<file path="config.mk">
export PLATFORM = sky130hd
export DESIGN_NAME = linear_visualizer
export DESIGN_NICKNAME = d
export VERILOG_FILES = /design/src/rtl/linear_visualizer.sv
export SDC_FILE = /design/constraint.sdc
export NUM_CORES = 2
export LEC_CHECK = 0
export ABC_AREA = 1
export CELL_PAD_IN_SITES_DETAIL_PLACEMENT = 0
export CELL_PAD_IN_SITES_GLOBAL_PLACEMENT = 1
export CORE_UTILIZATION = 43
export DETAILED_ROUTE_END_ITERATION = 6
export PLACE_DENSITY = 0.91
export SLEW_MARGIN = 20
export SYNTH_ARGS = -nofsm -noshare
export SYNTH_HDL_FRONTEND = slang
export SYNTH_SLANG_ARGS = --single-unit
</file>
<file path="constraint.sdc">
create_clock -name clk -period 35.5 [get_ports clk]
set_clock_uncertainty 0.1 [all_clocks]
set_input_delay 7.1 -clock clk [delete_from_list [all_inputs] [get_ports clk]]
set_output_delay 7.1 -clock clk [all_outputs]
set_load 0.05 [all_outputs]
</file>
<file path="src/rtl/linear_visualizer.sv">
// Linear-strip visualizer: turns 12 note records into per-note LED counts
// and colours, then launches one LED-driver frame and waits for it.
module linear_visualizer #(
    parameter int N = 16,
    parameter int BPO = 24,
    parameter int LEDS = 50,
    parameter logic [N-1:0] MIN_AMP = 16'd64,
    parameter int AMP_SHIFT = 6
) (
    input  logic                                clk,
    input  logic                                rst,
    input  logic [11:0][$clog2(BPO)-1:0]        note_pos,
    input  logic [11:0][N-1:0]                  note_amp,
    input  logic [11:0]                         note_valid,
    input  logic                                notes_ready,
    input  logic                                led_done,
    output logic                                led_start,
    output logic [11:0][23:0]                   rgb,
    output logic [11:0][$clog2(LEDS)-1:0]       led_counts,
    output logic                                busy
);
    localparam int PW = $clog2(BPO);
    localparam int CW = $clog2(LEDS);
    localparam int DIVW = N + $clog2(LEDS + 1);
    localparam int DCW = $clog2(DIVW);
    localparam int TW = N + 4;
    localparam int RW = TW + 1;

    typedef enum logic [2:0] {
        IDLE, SUM, DIV, FIXUP, COLOUR, START, WAIT_DONE
    } state_t;

    state_t state, stateNxt;
    logic [11:0][PW-1:0] posL;
    logic [11:0][N-1:0] ampC;
    logic [11:0][CW-1:0] cntR;
    logic [11:0][23:0] rgbR;
    logic [TW-1:0] total, rmd, ampSum, rmdNxt;
    logic [DIVW-1:0] dvd, divSrc, dvdNxt;
    logic [DCW-1:0] divCnt;
    logic [3:0] idx, maxIdx;
    logic [RW-1:0] trial, diff;
    logic ge, divLast;
    logic [CW+3:0] qSum, rem;
    logic [10:0] hue;
    logic [N-1:0] ampSh;
    logic [8:0] bPlus;
    logic [7:0] cR, cG, cB, fr;
    logic [23:0] colour;

    function automatic logic [7:0] scale(input logic [7:0] c, input logic [8:0] b1);
        logic [16:0] p;
        p = {9'd0, c} * {8'd0, b1};
        return 8'(p >> 8);
    endfunction

    always_comb begin
        stateNxt = state;
        led_start = 1'b0;
        busy = (state != IDLE);
        unique case (state)
            IDLE:      if (notes_ready) stateNxt = SUM;
            SUM:       stateNxt = DIV;
            DIV:       if (divLast && idx == 4'd11) stateNxt = FIXUP;
            FIXUP:     stateNxt = COLOUR;
            COLOUR:    if (idx == 4'd11) stateNxt = START;
            START: begin
                led_start = 1'b1;
                stateNxt = WAIT_DONE;
            end
            WAIT_DONE: if (led_done) stateNxt = IDLE;
            default:   stateNxt = IDLE;
        endcase
    end

    // Sum, restoring divide step, and largest-amp search
    always_comb begin
        ampSum = '0;
        qSum = '0;
        maxIdx = '0;
        for (int i = 0; i < 12; i++) begin
            ampSum = ampSum + TW'(ampC[i]);
            qSum = qSum + (CW+4)'(cntR[i]);
            if (ampC[i] > ampC[maxIdx]) maxIdx = 4'(i);
        end
        rem = (CW+4)'(LEDS) - qSum;
        divSrc = (divCnt == '0) ? DIVW'(ampC[idx] * LEDS) : dvd;
        trial = {((divCnt == '0) ? '0 : rmd), divSrc[DIVW-1]};
        diff = trial - RW'(total);
        ge = (trial >= RW'(total));
        rmdNxt = ge ? diff[TW-1:0] : trial[TW-1:0];
        dvdNxt = {divSrc[DIVW-2:0], ge};
        divLast = (divCnt == DCW'(DIVW - 1));
    end

    // Hue wheel and amplitude brightness for the current note
    always_comb begin
        hue = 11'((32'(posL[idx]) * 32'd1536) / BPO);
        fr = hue[7:0];
        ampSh = ampC[idx] >> AMP_SHIFT;
        bPlus = (ampSh > N'(255)) ? 9'd256 : {1'b0, ampSh[7:0]} + 9'd1;
        cR = 8'd0;
        cG = 8'd0;
        cB = 8'd0;
        unique case (hue[10:8])
            3'd0: begin cR = 8'd255; cG = fr; end
            3'd1: begin cR = 8'd255 - fr; cG = 8'd255; end
            3'd2: begin cG = 8'd255; cB = fr; end
            3'd3: begin cG = 8'd255 - fr; cB = 8'd255; end
            3'd4: begin cR = fr; cB = 8'd255; end
            3'd5: begin cR = 8'd255; cB = 8'd255 - fr; end
            default: ;
        endcase
        colour = (ampC[idx] == '0) ? 24'd0 :
                 {scale(cR, bPlus), scale(cG, bPlus), scale(cB, bPlus)};
    end

    always_ff @(posedge clk) begin
        if (rst) begin
            state <= IDLE;
            posL <= '0;
            ampC <= '0;
            cntR <= '0;
            rgbR <= '0;
            total <= '0;
            rmd <= '0;
            dvd <= '0;
            divCnt <= '0;
            idx <= '0;
            rgb <= '0;
            led_counts <= '0;
        end else begin
            state <= stateNxt;
            unique case (state)
                IDLE: if (notes_ready) begin
                    for (int i = 0; i < 12; i++) begin
                        posL[i] <= note_pos[i];
                        ampC[i] <= (note_valid[i] && note_amp[i] >= MIN_AMP) ?
                                   note_amp[i] : '0;
                    end
                end
                SUM: begin
                    total <= ampSum;
                    idx <= '0;
                    divCnt <= '0;
                end
                DIV: begin
                    dvd <= dvdNxt;
                    rmd <= rmdNxt;
                    if (divLast) begin
                        cntR[idx] <= (total == '0) ? '0 : dvdNxt[CW-1:0];
                        divCnt <= '0;
                        idx <= idx + 4'd1;
                    end else begin
                        divCnt <= divCnt + DCW'(1);
                    end
                end
                FIXUP: begin
                    if (total != '0) cntR[maxIdx] <= cntR[maxIdx] + rem[CW-1:0];
                    idx <= '0;
                end
                COLOUR: begin
                    rgbR[idx] <= colour;
                    idx <= idx + 4'd1;
                end
                START: begin
                    rgb <= rgbR;
                    led_counts <= cntR;
                end
                default: ;
            endcase
        end
    end
endmodule

</file>
==> results.ini <==
[status]
outcome = completed

[finish]
final_cell_mix = 1493 x o21ai_0, 1287 x nand2_1, 1136 x nor2_1
final_common_cell = o21ai_0
multi_input_area_mm2 = 0.04194
area_growth_pct = 22.98
final_nets = 11355
fillCellCount = 15417
seq_area_mm2 = 0.02095
drive_gt1_share_pct = 10.30

[grt]
grt_overflow = 0
grt_pass1_wl_um = 503500
grt_max_degree = 270
grt_pass1_vias = 69971
grt_usage_pct = 43.01
grt_antenna_before_repair = 39

[synth]
synth.area.top_cells = dfxtp_1 30%, o21ai_0 11%, fa_1 9.7%
ys_types = 70
synthSimpleGateAreaFrac_pct = 17.20
synth_xor_area_share_pct = 1.102
avgSynthCellArea_um2 = 7.254
yosysWarnings = 0
syn-num-nets = 10534
synth_top_family_by_area = compound AO/OA/AOI/OAI gates
syn_area_mm2 = 0.06901
synth-seq-area-share_pct = 30.35
ys.flop_type = dfxtp_1
synth.area.mux_share_pct = 0
synth_compound_area_share_pct = 24.87
async_reset_ff_share_pct = 0
synth_top_area_share_pct = 30.35
yosysTopAreaCell = dfxtp_1
synth_seq_cells = 1046
synth_fa_ha_area_share_pct = 17.31
synth_edf_count = 0
synth_cells = 9513

[routing]
firstDrtPassIters = 6
route.vias.total = 75065
drc = 0
drtAntennaViolNets = 0
via_per_inst = 5.999
wl_per_cell_um = 28.84
drtIter0Drc = 9661
drt_wl_total_um = 360900

[die]
initial_core_util_pct = 43.42
die_y_um = 402.6
rows = 146
io-pin-count = 630
die_area_mm2 = 0.1621
die_x_um = 402.6
core-area_mm2 = 0.1589

[placement]
numPortBuffers = 629
hpwl_um = 281100
gp_congestion = 1.201

[clock_network]
cts_buffers = 111
path_clk_slew_ns = 0.07
clockBufferDepth = 3
holdBufCountCts = 0
htreeDepth = 3
insertion_delay_ns = 0.79
cts_tree = built
cts_resized = 0
post-cts-setup-buffers = 0
clock-sinks = 1046
root_buffer = clkbuf_16

[setup_path]
start_kind = flop
worst-setup-path-type = reg2reg
max_stage_delay_ns = 0.81
worstSetupEndpointType = flop
cp_max_fo = 34
arrival_ns = 32.70
path_common_cell = nand2_1
rrSetupSlack_ns = 3.35
cp.required_ns = 36.05
crit_slowest_cell = o21ai_0

[worst_hold_path]
min_path_type = reg2reg

[sta]
finalSetupViolCount = 0
rsz0062_at_grt = no
fin_setup_tns_ns = 0
period_share_pct = 90.55
period_minus_slack_ns = 32.15
worstMarginPinSlew_ns = 1.285
hold_viol = 0
relSlewSlack_pct = 13.46
drv_slew = 0
max_freq_mhz = 31.11

[flow_run]
maxCapViolations = 0

critical path, delay by kind of cell (launching register included):
| family | cells | cell delay [ns] |
|---|---|---|
| compound gates | 53 | 10.63 |
| buf+inv | 42 | 7.06 |
| xor+xnor | 3 | 0.56 |
| fa+ha+maj | 17 | 5.31 |
| simple gates | 54 | 7.49 |
| flops | 1 | 0.73 |
state kept, by name, indices dropped and copies added, names as in the netlist, 22 cells and up:
register and cells:
dvd 22, rgb 288, posL 60, ampC 192, cntR 72, led_counts 72, rgbR 288
cells by family (layout without fill, tap and decap cells):
logic type / count (synthesis) / count (layout)
simple gates: 2875 / 2875
fa+ha+maj: 753 / 753
compound gates: 3142 / 3142
buf+inv: 1611 / 2527
flops: 1046 / 1046
xor+xnor: 86 / 86
other cells: 0 / 12
metal layers:
metal / GRT usage, % / vias up / share of wire (%)
li1: - / 33494 / -
met5: 0 / - / 0.11
met4: 23.35 / 28 / 6.5
met2: 62.99 / 4354 / 41
met3: 11.69 / 955 / 12
met1: 57.24 / 36234 / 40
Yosys cell counts (12+ instances only):
cell	count
dlygate4sd3_1	20
nand3_1	188
a21oi_1	1075
a211oi_1	60
nand3_2	18
nor2_1	1160
o21ai_0	1496
o31ai_1	20
clkinv_1	21
o22ai_1	96
nor3_1	50
a31oi_1	70
nor4_1	32
nand2_2	27
a21oi_2	59
dfxtp_1	1046
buf_1	13
nand4_1	51
nand2_1	1288
clkbuf_1	518
xor2_1	46
a221oi_1	42
inv_1	979
o221ai_1	23
xnor2_1	39
o21bai_1	12
ha_1	417
buf_2	29
fa_1	336
o211ai_1	102
worst paths after layout:
check | from | to | cells after the start
setup reg to reg | ampC[15]$_SDFFE_PP0P_ | cntR[41]$_SDFFE_PP0P_ | 169
hold / removal | posL[33]$_SDFFE_PP0P_ | posL[33]$_SDFFE_PP0P_ | 2
hold reg to reg | posL[33]$_SDFFE_PP0P_ | posL[33]$_SDFFE_PP0P_ | 2
setup / recovery | ampC[15]$_SDFFE_PP0P_ | cntR[41]$_SDFFE_PP0P_ | 169
through the flow:
stage	instance area, µm²	hold slack, ns	util [%]	cells	worst slack, ns
final	84860	0.3486	53.40	12513	3.354
after global routing	84840	0.3706	53.38	12505	1.578
after CTS	84700	0.3499	53.30	12497	4.434
after detailed placement	80860	0.3406	50.88	12289	4.560
after global placement	80840	0.3356	50.87	12288	4.326
after floorplan	69010	0.3245	-	9513	8.587
area by class of cell:
class,count,share of cell area [%]
flip-flops and latches,1046,24.68
clock inverters,40,0.5470
clock buffers,168,3.976
inverters,1011,4.510
diodes,12,0.03539
multi-input cells,6856,49.42
repair buffers,1308,13.78
well taps,2072,3.055
Power is not shown: default switching activity piles up to over one toggle a cycle in this logic, so the estimate is an artifact.
